==> src/rtl/pc_fetch_ctrl.sv <==
// Instruction fetch controller: IDLE/REQ/DONE/ERR handshake with memory, PC tracking and timeout.
// Optional define FETCH_MISALIGN_CHECK_EN rejects unaligned redirects and adds the misalign pulse output.
module pc_fetch_ctrl #(
  parameter logic [31:0] RESET_PC = 32'h0000_0000,
  parameter logic [7:0]  TIMEOUT  = 8'd255
) (
  input  logic        clk,
  input  logic        reset,
  input  logic        fetch_en,
  input  logic        pc_load,
  input  logic [31:0] pc_target,
  input  logic [31:0] mem_rdata,
  input  logic        mem_ready,
  output logic        mem_req,
  output logic [31:0] mem_addr,
  output logic [31:0] PC,
  output logic [31:0] RD,
  output logic        IRWrite,
  output logic        busy,
  output logic        fetch_err
`ifdef FETCH_MISALIGN_CHECK_EN
  ,
  output logic        misalign
`endif
);

  localparam int unsigned XLEN  = 32;
  localparam int unsigned CNT_W = 8;

  typedef enum logic [1:0] {IDLE, REQ, DONE, ERR} state_e;

  state_e            state_q, state_d;
  logic [XLEN-1:0]   pc_next_q, pc_next_d;
  logic [XLEN-1:0]   mem_addr_q, mem_addr_d;
  logic [XLEN-1:0]   pc_q, pc_d;
  logic [XLEN-1:0]   rd_q, rd_d;
  logic [XLEN-1:0]   pend_addr_q, pend_addr_d;
  logic              pend_q, pend_d;
  logic [CNT_W-1:0]  wait_q, wait_d;
  logic [CNT_W-1:0]  wait_inc;
  logic              mem_req_q, mem_req_d;
  logic              irwrite_q, irwrite_d;
  logic              busy_q, busy_d;
  logic              err_q, err_d;
  logic              mis_q, mis_d;
  logic              load_ok;
  logic [XLEN-1:0]   load_tgt;

  assign wait_inc = wait_q + CNT_W'(1);

  // Qualify redirect requests: reject or force-align the low address bits
  always_comb begin
    mis_d = 1'b0;
`ifdef FETCH_MISALIGN_CHECK_EN
    load_ok  = pc_load && (pc_target[1:0] == 2'b00);
    load_tgt = pc_target;
    mis_d    = pc_load && (pc_target[1:0] != 2'b00);
`else
    load_ok  = pc_load;
    load_tgt = {pc_target[XLEN-1:2], 2'b00};
`endif
  end

`ifndef FETCH_MISALIGN_CHECK_EN
  logic unused_tgt_lsb;
  assign unused_tgt_lsb = ^{pc_target[1:0], mis_q};
`endif

  always_comb begin
    state_d     = state_q;
    pc_next_d   = pc_next_q;
    mem_addr_d  = mem_addr_q;
    pc_d        = pc_q;
    rd_d        = rd_q;
    pend_d      = pend_q;
    pend_addr_d = pend_addr_q;
    wait_d      = wait_q;
    mem_req_d   = 1'b0;
    irwrite_d   = 1'b0;
    busy_d      = 1'b0;
    err_d       = 1'b0;

    unique case (state_q)
      IDLE: begin
        if (load_ok) pc_next_d = load_tgt;
        if (fetch_en) begin
          state_d    = REQ;
          mem_addr_d = load_ok ? load_tgt : pc_next_q;
          wait_d     = '0;
        end
      end
      REQ: begin
        if (load_ok) begin
          pend_d      = 1'b1;
          pend_addr_d = load_tgt;
        end
        if (mem_ready) begin
          rd_d      = mem_rdata;
          pc_d      = mem_addr_q;
          pc_next_d = mem_addr_q + XLEN'(4);
          state_d   = DONE;
        end else begin
          wait_d = wait_inc;
          if (wait_inc >= TIMEOUT) state_d = ERR;
        end
      end
      DONE: begin
        // A redirect seen during the fetch overrides the sequential +4 on return to IDLE
        state_d = IDLE;
        pend_d  = 1'b0;
        if (load_ok)     pc_next_d = load_tgt;
        else if (pend_q) pc_next_d = pend_addr_q;
      end
      default: ;
    endcase

    mem_req_d = (state_d == REQ);
    irwrite_d = (state_d == DONE);
    busy_d    = (state_d != IDLE);
    err_d     = (state_d == ERR);
  end

  always_ff @(posedge clk or posedge reset) begin
    if (reset) begin
      state_q     <= IDLE;
      pc_next_q   <= RESET_PC;
      mem_addr_q  <= RESET_PC;
      pc_q        <= RESET_PC;
      rd_q        <= '0;
      pend_q      <= 1'b0;
      pend_addr_q <= '0;
      wait_q      <= '0;
      mem_req_q   <= 1'b0;
      irwrite_q   <= 1'b0;
      busy_q      <= 1'b0;
      err_q       <= 1'b0;
      mis_q       <= 1'b0;
    end else begin
      state_q     <= state_d;
      pc_next_q   <= pc_next_d;
      mem_addr_q  <= mem_addr_d;
      pc_q        <= pc_d;
      rd_q        <= rd_d;
      pend_q      <= pend_d;
      pend_addr_q <= pend_addr_d;
      wait_q      <= wait_d;
      mem_req_q   <= mem_req_d;
      irwrite_q   <= irwrite_d;
      busy_q      <= busy_d;
      err_q       <= err_d;
      mis_q       <= mis_d;
    end
  end

  assign mem_req   = mem_req_q;
  assign mem_addr  = mem_addr_q;
  assign PC        = pc_q;
  assign RD        = rd_q;
  assign IRWrite   = irwrite_q;
  assign busy      = busy_q;
  assign fetch_err = err_q;
`ifdef FETCH_MISALIGN_CHECK_EN
  assign misalign  = mis_q;
`endif

endmodule

==> config.mk <==
export PLATFORM = sky130hd
export DESIGN_NAME = pc_fetch_ctrl
export DESIGN_NICKNAME = d
export VERILOG_FILES = /design/src/rtl/pc_fetch_ctrl.sv
export SDC_FILE = /design/constraint.sdc
export NUM_CORES = 1
export LEC_CHECK = 0
export BUFFER_PORTS_ARGS = -buffer_cell sky130_fd_sc_hd__buf_2
export CORE_MARGIN = 2
export CORE_UTILIZATION = 56
export CTS_CLUSTER_SIZE = 14
export DETAILED_ROUTE_END_ITERATION = 10
export GPL_ROUTABILITY_DRIVEN = 0
export GPL_TIMING_DRIVEN = 0
export PLACE_DENSITY = 0.81
export REMOVE_ABC_BUFFERS = 1
export SLEW_MARGIN = 25
export SYNTH_ARGS = -nofsm -noshare
export SYNTH_HDL_FRONTEND = slang
export SYNTH_SLANG_ARGS = --single-unit
==> constraint.sdc <==
create_clock -name clk -period 7.7 [get_ports clk]
set_clock_uncertainty 0.05 [all_clocks]
set_input_delay 1.155 -clock clk [delete_from_list [all_inputs] [get_ports clk]]
set_output_delay 1.155 -clock clk [all_outputs]
set_load 0.03 [all_outputs]
==> flow_summary.yaml, run 1 <==
setup_path:
  worst-endpoint-arrival_ns: 3.82
  r2r_cells: 8
  critical_path_buf_inv_count: 3
  cp-startpoint: "pc_load"
  cp_data_required_time_ns: 7.95
  slowest_stage: "nor3_2"
  r2r-start: "state_q[0]"
  timing.critical_path.cells: "buf_4, buf_16, nor3b_1, nor3_2, buf_6, nand2_1, a2111oi_0, nor2_1"
  timing_worst_setup_path_type: "primary input to register"
  worstPathMaxFanout: 63
  timing.critical_path.slowest_cell_delay_ns: 0.69
  timing.reg2reg.setup_slack_ns: 4.20
  worstReg2RegEnd: "pc_next_q[16]"
  worstSetupStartpointType: "primary input"
  critical-path-top-delay-family: "simple AND/OR/NAND/NOR gates"
  critical_path.endpoint_type: "register"
job:
  max_cap_violations: 0
worst_hold_path:
  hold_path_startpoint: "PC[1]"
  worstHoldEndpoint: "PC[1]"
  worstHoldPathType: "register to register"
  hold-path-cell-count: 2
finish:
  nNetsFinal: 1022
  area_growth_syn_to_layout_pct: 18.6
  final.fill_count: 1144
  drive_above_1_share_pct: 33.7
  final_cell_count_no_fill: 1147
  post_layout_instance_area_um2: 10200
placed_design:
  dp_slack_ns: 3.75
  dp.cells: 1115
  placed_cell_area_um2: 9590
  numPortBuffers: 166
  detailed_place_hpwl_um: 12900
timing:
  layout_min_cycle_time_ns: 3.57
  slew-limit-headroom_pct: 34.4
  tightest_slew_ns: 0.984
  final-setup-viol-count: 0
  timing.final.hold_violations: 0
  finalMaxSlewViolations: 0
  postLayoutSetupSlackWorst_ns: 4.13
  period_share_pct: 46.4
  grt_setup_unrepaired: "no"
  maxClockFrequency_mhz: 280
power_and_ir_drop:
  p_comb_share_pct: 40.4
  power_frac_clock_pct: 21.4
  ir_drop_mv: 0.283
  intPower_mw: 2.50
  switching_share_pct: 40.4
  powerDensity_nw_per_um2: 411
  total_leakage_power_nw: 4.53
  design_power_mw: 4.20
  total_switching_power_mw: 1.70
  share_seq_of_total_power_pct: 38.2
clock_tree:
  cts_tree: "yes"
  ctsResizeCount: 0
  postCtsSetupRepairBufs: 0
  clk_pin_slew_worst_paths_ns: 0.06
  cts_root_buf: "clkbuf_16"
  clock_insertion_delay_worst_skew_ns: 0.43
  longest_clk_path_bufs: 2
  clock_tree.htree_level_count: 4
  hold_buffers: 0
  tritoncts_num_sinks: 173
  numCtsBuffers: 17
yosys:
  synth.cell_area_um2: 8610
  postSynth.topFlopCell: "dfrtp_1"
  netlist_instances: 810
  synth.ff_latch_count: 173
  synth_edf_count: 0
  yosysSeqAreaShare_pct: 50.3
  synth.distinct_cells: 67
  async_flop_share_pct: 100
  yosys_warnings: 0
  avgSynthCellArea_um2: 10.6
global_routing:
  grt_remaining_overflow: 0
  via_count_of_the_first_global_routing_pass: 6375
  grt_max_degree: 93
  grt_util_all_layers_pct: 24.4
  grt_antenna_before_repair: 1
  grt_pass1_wl_um: 31600
drt:
  wl_um: 19400
  via_count: 6799
  antenna_left: 0
  drt-vias-per-instance: 5.93
  drcViolationCount: 0
  initialDrtViolationCount: 458
  dr.pass1.iters: 5
  avgRoutedWirePerCell_um: 16.9
die:
  width_of_the_die_um: 128
  floorplan.rows: 45
  io_pins: 169
  die_area_um2: 16400
  floorplan_core_area_um2: 15100
  initial_utilization_pct: 57.1
  chipHeight_um: 128
run_status:
  result_of_the_run: "complete, no violations"
[flip-flops by register name, summed over array words and instances, names as in the netlist]
register,flops
PC,32
RD,32
mem_addr,32
pc_next_q,32
pend_addr_q,30
wait_q,8
state_q,2
IRWrite,1
busy,1
fetch_err,1
mem_req,1
pend_q,1
[cells in the final DEF, fill, tap and decap left out, drive strengths merged, types with 5 or more instances in the layout]
cell and instances:
dfrtp 173, buf 172, mux2 104, nand2 64
o21ai 63, nor2 62, a21oi 30, mux2i 29
nand2b 21, inv 21, nand3 21, clkbuf 19
xnor2 18, a31oi 16, a221oi 15, nor3 13
o22ai 9, nand4 8, nor4 8, ha 7
clkinv 6, nor2b 5, and4 5, o31a 5
[logic make-up after synthesis]
kind of cell / count (synthesis) / share of synthesized area, %
flip-flops: 173 / 50.3
multiplexers: 133 / 17.0
buffers and inverters: 78 / 3.78
AND/OR/NAND/NOR: 223 / 12.7
AO/OA/AOI/OAI: 177 / 13.3
adder cells (fa/ha/maj): 7 / 1.02
XOR/XNOR: 19 / 1.93
[synth_stat cells, types with 7 or more instances]
| library cell | instances | area share [%] |
|---|---|---|
| dfrtp_1 | 173 | 50 |
| mux2_2 | 104 | 14 |
| nand2_1 | 63 | 2.7 |
| nor2_1 | 62 | 2.7 |
| o21ai_0 | 57 | 3.3 |
| a21oi_1 | 30 | 1.7 |
| mux2i_1 | 29 | 3.4 |
| clkbuf_1 | 27 | 1.2 |
| inv_1 | 21 | 0.92 |
| nand2b_1 | 21 | 1.5 |
| nand3_1 | 20 | 1.2 |
| xnor2_1 | 18 | 1.8 |
| a31oi_1 | 16 | 1.2 |
| buf_2 | 16 | 0.93 |
| a221oi_1 | 14 | 1.4 |
| nor3_1 | 13 | 0.76 |
| buf_1 | 10 | 0.44 |
| o22ai_1 | 9 | 0.65 |
| ha_1 | 7 | 1.0 |
| nand4_1 | 7 | 0.51 |
[worst register-to-register path: cells and delay by family (launching register included)]
kind	cells	cell delay (ns)
buf+inv	2	0.36
fa+ha+maj	1	0.71
flops	1	0.43
compound gates	1	0.47
simple gates	4	1.36
[layer usage]
metal  part of all wire [%]  track usage (%)  vias up
li1                       -                -     3197
met1                     45             32.8     3333
met2                     48             39.7      245
met3                    6.3             5.34       24
met4                    1.4             7.50        0
met5                      0                0        -
[worst max path at each step]
stage,endpoint,slack [ns],cells after the start
after global routing,pc_next_q[16],3.87,8
final,pc_next_q[16],4.13,8
after floorplan,IRWrite,1.81,1
after detailed placement,pc_next_q[16],3.75,8
after global placement,pend_addr_q[27],-0.13,2
after CTS,pc_next_q[16],4.03,8
[power by group through the flow]
stage          combinational (mW)  clock (mW)  sequential [mW]
2_1_floorplan               0.766           0             2.02
3_3_place_gp                 1.65           0             1.60
3_5_place_dp                 1.70           0             1.62
4_1_cts                      1.70       0.911             1.60
5_1_grt                      1.83       0.951             1.66
6_report                     1.69       0.899             1.60
[area by class of cell]
type	instances	area [µm²]	area share, %
antenna	1	2.50	0.0245
clock inverter	12	170	1.67
multi-input combinational	559	3980	39.0
clock buffer	19	443	4.34
tap	188	235	2.30
timing repair buffer	172	955	9.35
sequential	173	4330	42.4
inverter	23	95.1	0.932
[per-stage QoR]
stage | utilization [%] | hold slack [ns] | TNS, ns
floorplan | - | 0.396 | 0
global route | 67.6 | 0.463 | 0
detailed placement | 63.5 | 0.425 | 0
global placement | 62.5 | 0.406 | -19.50
finish | 67.6 | 0.432 | 0
CTS | 67.6 | 0.439 | 0
(Power assumes the default switching activity.)
==> run 2, diff against run 1 <==
clock period = 3.3 ns   (was 7.7 ns; I/O delays follow)
==> run 2 against run 1 <==
Wire length rose by 0.88%. Setup slack got worse by 3.9 ns. Combinational power rose by 130%. Power rose by 130%. Largest power group unchanged. Die area did not move. Critical endpoint unchanged. Non-clock buffer count did not move. Sequential power rose by 130%. Design area rose by 0.23%. Final cell count did not move. Critical path depth did not move.
==> flow_summary.yaml, run 2 (synthesis results as in run 1) <==
run_status:
  result_of_the_run: "complete, no violations"
finish:
  drive_above_1_share_pct: 34.0
  area_growth_syn_to_layout_pct: 18.8
  final_cell_mix: "dfrtp_1 (173), buf_2 (165), mux2_2 (104), nand2_1 (61), nor2_1 (61)"
  mostFrequentLayoutCell: "dfrtp_1"
  post_layout_instance_area_um2: 10200
  nNetsFinal: 1022
  final_cell_count_no_fill: 1147
clock_tree:
  hold_buffers: 0
  cts_tree: "yes"
  postCtsSetupRepairBufs: 0
  clock_tree.htree_level_count: 4
  ctsResizeCount: 2
  cts_root_buf: "clkbuf_16"
  numCtsBuffers: 17
  longest_clk_path_bufs: 2
  clk_pin_slew_worst_paths_ns: 0.06
  clock_insertion_delay_worst_skew_ns: 0.43
  tritoncts_num_sinks: 173
power_and_ir_drop:
  design_power_mw: 9.82
  ir_drop_mv: 0.663
  total_leakage_power_nw: 4.54
  powerDensity_nw_per_um2: 959
timing:
  layout_min_cycle_time_ns: 3.03
  tightest_slew_ns: 0.762
  period_share_pct: 91.7
  final-setup-viol-count: 0
  maxClockFrequency_mhz: 331
  finalMaxSlewViolations: 0
  grt_setup_unrepaired: "no"
  setup-tns-final_ns: 0
  postLayoutSetupSlackWorst_ns: 0.275
  timing.final.hold_violations: 0
  slew-limit-headroom_pct: 49.2
die:
  initial_utilization_pct: 57.1
  width_of_the_die_um: 128
  die_area_um2: 16400
  io_pins: 169
  floorplan.rows: 45
  floorplan_core_area_um2: 15100
  chipHeight_um: 128
setup_path:
  timing.critical_path.cells: "inv_1, ha_2, nor3_1, nor3_4, buf_6, nand2_1, a2111oi_1, nor2_1"
  worst-endpoint-arrival_ns: 3.28
  slowest_stage: "ha_2"
  cp_data_required_time_ns: 3.56
  worstPathMaxFanout: 20
  critical_path.endpoint_type: "register"
  worstSetupStartpointType: "register"
  timing_worst_setup_path_type: "register to register"
  timing.critical_path.slowest_cell_delay_ns: 0.48
drt:
  antenna_left: 0
  initialDrtViolationCount: 462
  avgRoutedWirePerCell_um: 17.1
  via_count: 6809
  drt-vias-per-instance: 5.94
  dr.pass1.iters: 5
  drcViolationCount: 0
  wl_um: 19600
global_routing:
  via_count_of_the_first_global_routing_pass: 6375
  grt_pass1_wl_um: 31600
  grt_antenna_before_repair: 1
  grt_max_degree: 93
  grt_util_all_layers_pct: 24.4
  grt_remaining_overflow: 0
placed_design:
  placed_cell_area_um2: 9590
  detailed_place_hpwl_um: 12900
  numPortBuffers: 166
  dp.cells: 1115
  dp_slack_ns: -0.313
job:
  max_cap_violations: 0
worst_hold_path:
  worstHoldPathType: "primary input to asynchronous set/reset pin"
run 2: changes by cell type in the layout (fill, tap and decap cells not counted):
cell	previous run	this run
ha_1	5	4
a2111oi_1	0	1
nor3_4	0	1
or3_1	2	1
ha_4	0	1
or3_2	0	1
nor2_1	62	61
nor3_2	1	0
nor2_2	0	1
a2111oi_0	1	0
run 2: stage by stage:
stage	hold WS, ns	utilization, %
2_1_floorplan	0.396	-
3_3_place_gp	0.406	62.5
3_5_place_dp	0.425	63.5
4_1_cts	0.149	67.6
5_1_grt	0.179	67.8
6_report	0.122	67.8
run 2: final cells by class:
type | instances | area [µm²]
inverters | 23 | 95.1
diodes | 1 | 2.50
clock inverters | 12 | 170
multi-input cells | 559 | 4000
well taps | 188 | 235
flip-flops and latches | 173 | 4330
fillers | 1144 | 4860
clock buffers | 19 | 443
repair buffers | 172 | 955
run 2: per-layer routing:
| metal | vias to the layer above | track usage (%) | part of all wire [%] |
|---|---|---|---|
| li1 | 3197 | - | - |
| met1 | 3355 | 32.8 | 44 |
| met2 | 229 | 39.7 | 48 |
| met3 | 28 | 5.34 | 6.0 |
| met4 | 0 | 7.50 | 1.6 |
| met5 | - | 0 | 0 |
run 2: worst max-delay path: cells and delay by family (launching register included):
family | cells | cell delay, ns
AND/OR/NAND/NOR | 4 | 1.09
adder cells (fa/ha/maj) | 1 | 0.48
AO/OA/AOI/OAI | 1 | 0.47
flip-flops | 1 | 0.46
buffers and inverters | 2 | 0.34
run 2: power by group:
part / internal [mW] / total [mW] / switching, mW
clock: 1.28 / 2.10 / 0.828
sequential: 3.04 / 3.74 / 0.705
combinational: 1.53 / 3.97 / 2.44
run 2: path summary, 6_finish.rpt:
check | startpoint | to | slack [ns] | cells past startpoint
max | state_q[0] | pc_next_q[16] | 0.27 | 8
min | reset | RD[18] | 0.12 | 2
max reg2reg | state_q[0] | pc_next_q[16] | 0.27 | 8
min reg2reg | PC[1] | PC[1] | 0.43 | 2
max in group asynchronous | reset | pc_next_q[24] | 2.27 | 3
min in group clk | mem_rdata[1] | RD[1] | 0.24 | 2
==> run 3, diff against run 2 <==
REMOVE_ABC_BUFFERS = not set   (was 1)
==> run 3 against run 2 <==
Sequential share of layout area decreased by 0.88 points. Final cell count increased by 4.8%. Critical endpoint is now pc_next_q[31]. Die area unchanged. Core utilization increased by 1.4 points. Setup slack got worse by 0.11 ns. Critical path type unchanged. Register-to-register slack got worse by 0.11 ns. Largest power group unchanged. Maximum frequency decreased by 3.6%.
==> flow_summary.yaml, run 3 (synthesis results as in run 1) <==
finish:
  nNetsFinal: 1077
  antennaDiodeCount: 0
  mostFrequentLayoutCell: "buf_2"
  post_layout_instance_area_um2: 10400
  area_growth_syn_to_layout_pct: 21.3
  drive_above_1_share_pct: 32.8
  final.fill_count: 1153
  final_cell_count_no_fill: 1202
  final_cell_mix: "buf_2 (181), dfrtp_1 (173), mux2_2 (104), nand2_1 (63), nor2_1 (62)"
clock_tree:
  cts_root_buf: "clkbuf_16"
  clock_tree.htree_level_count: 4
  numCtsBuffers: 17
  tritoncts_num_sinks: 173
  cts_tree: "yes"
  clk_pin_slew_worst_paths_ns: 0.07
  longest_clk_path_bufs: 2
  clock_insertion_delay_worst_skew_ns: 0.44
global_routing:
  grt_pass1_wl_um: 38200
  grtUsageMet3_pct: 7.68
  globalRouteMet1Util_pct: 40.7
  grt_remaining_overflow: 0
  via_count_of_the_first_global_routing_pass: 7159
  grt_max_degree: 32
  grt_util_all_layers_pct: 30.5
  grt_antenna_before_repair: 0
  grt_util_met2_pct: 47.7
  grt_most_used_layer: "met2"
power_and_ir_drop:
  powerDensity_nw_per_um2: 973
  p_comb_share_pct: 41.5
  total_leakage_power_nw: 4.65
  share_seq_of_total_power_pct: 37.2
  power_frac_clock_pct: 21.4
  switching_share_pct: 41.8
  ir_drop_mv: 0.483
  intPower_mw: 5.91
  total_switching_power_mw: 4.26
placed_design:
  dp.cells: 1169
  placed_cell_area_um2: 9800
  numPortBuffers: 165
  detailed_place_hpwl_um: 17100
setup_path:
  worstSetupStartpointType: "register"
  critical_path.endpoint_type: "register"
  timing.critical_path.slowest_cell_delay_ns: 0.50
  worstPathMaxFanout: 10
  critical_path_buf_inv_count: 4
  slowest_stage: "clkbuf_1"
  cp_data_required_time_ns: 3.55
  timing_worst_setup_path_type: "register to register"
  timing.critical_path.cells: "inv_1, ha_1, clkbuf_1, nor3_1, nor3_1, clkbuf_1, buf_2, nor2_1, a221oi_1"
  worst-endpoint-arrival_ns: 3.39
  timing.reg2reg.setup_slack_ns: 0.16
  critical-path-top-delay-family: "buffers and inverters"
timing:
  layout_min_cycle_time_ns: 3.14
  fin_hold_ws_ns: 0.232
  slew-limit-headroom_pct: 43.4
  timing.final.hold_violations: 0
  period_share_pct: 95.1
  finalMaxSlewViolations: 0
  final-setup-viol-count: 0
  maxClockFrequency_mhz: 319
  tightest_slew_ns: 0.845
  grt_setup_unrepaired: "no"
drt:
  initialDrtViolationCount: 964
  drt-vias-per-instance: 6.21
  dr.pass1.iters: 6
  via_count: 7460
  wl_um: 24700
  drcViolationCount: 0
  antenna_left: 0
  avgRoutedWirePerCell_um: 20.5
die:
  io_pins: 169
  chipHeight_um: 128
  die_area_um2: 16400
  initial_utilization_pct: 57.1
  floorplan.rows: 45
  width_of_the_die_um: 128
  floorplan_core_area_um2: 15100
run_status:
  result_of_the_run: "complete, no violations"
yosys:
  postSynthNetCount: 886
worst_hold_path:
  worstHoldPathType: "primary input to register"
job:
  max_cap_violations: 0
run 3: changes by cell type in the layout (fill, tap and decap cells not counted), sizes merged:
cell,previous run,this run
buf,172,199
clkbuf,19,50
clkinv,6,4
clkinvlp,4,3
diode,1,0
dlygate4sd3,0,1
run 3: per-stage QoR:
| stage | util, % | power, mW | setup TNS [ns] | setup slack (ns) |
|---|---|---|---|---|
| 3_5_place_dp | 65.0 | 7.92 | 0 | 0.387 |
| 3_3_place_gp | 64.1 | 7.75 | -92.39 | -0.546 |
| 4_1_cts | 69.2 | 10.1 | 0 | 0.258 |
| 6_report | 69.2 | 10.2 | 0 | 0.162 |
| 5_1_grt | 69.2 | 10.6 | 0 | 0.0553 |
| 2_1_floorplan | - | 6.57 | 0 | 0.544 |
run 3: cell type report:
type                       count  area [µm²]  share of cell area (%)
clock inverter                 9         158                    1.51
clock buffer                  23         478                    4.57
tap                          188         235                    2.25
inverter                      23        91.3                   0.874
timing repair buffer         172         963                    9.22
buffer                        55         238                    2.28
sequential                   173        4330                    41.4
multi-input combinational    559        3960                    37.9
run 3: worst register-to-register path: stages (launching register included):
cell and delay [ns]:
dfrtp_1 0.44, inv_1 0.11, ha_1 0.19, clkbuf_1 0.45, nor3_1 0.22, nor3_1 0.23, clkbuf_1 0.50, buf_2 0.39
nor2_1 0.10, a221oi_1 0.32
run 3: worst paths after layout:
check                         startpoint             to  depth (start not counted)
max                           state_q[0]  pc_next_q[31]                          9
min                        mem_rdata[25]         RD[25]                          2
max reg2reg                   state_q[0]  pc_next_q[31]                          9
min reg2reg                       PC[19]         PC[19]                          2
max in group asynchronous          reset  pc_next_q[30]                          7
min in group asynchronous          reset         PC[15]                          3
run 3: repair_timing:
item                      CTS  global route
hold buffers                1             0
hold endpoints to repair   11             0
setup buffers               0             0
gates resized for setup     0             0
run 3: power groups by stage:
stage | logic, mW | clock network, mW | registers (mW)
5_1_grt | 4.48 | 2.28 | 3.89
3_5_place_dp | 4.14 | 0 | 3.77
4_1_cts | 4.19 | 2.17 | 3.75
3_3_place_gp | 4.03 | 0 | 3.72
6_report | 4.22 | 2.17 | 3.78
2_1_floorplan | 1.87 | 0 | 4.70
run 3: metal layers:
layer / share of wire [%] / vias up / routed length, µm
met3: 9.3 / 89 / 2290
li1: - / 3298 / -
met2: 48 / 428 / 11800
met5: 0 / - / 0
met1: 39 / 3645 / 9730
met4: 3.6 / 0 / 896
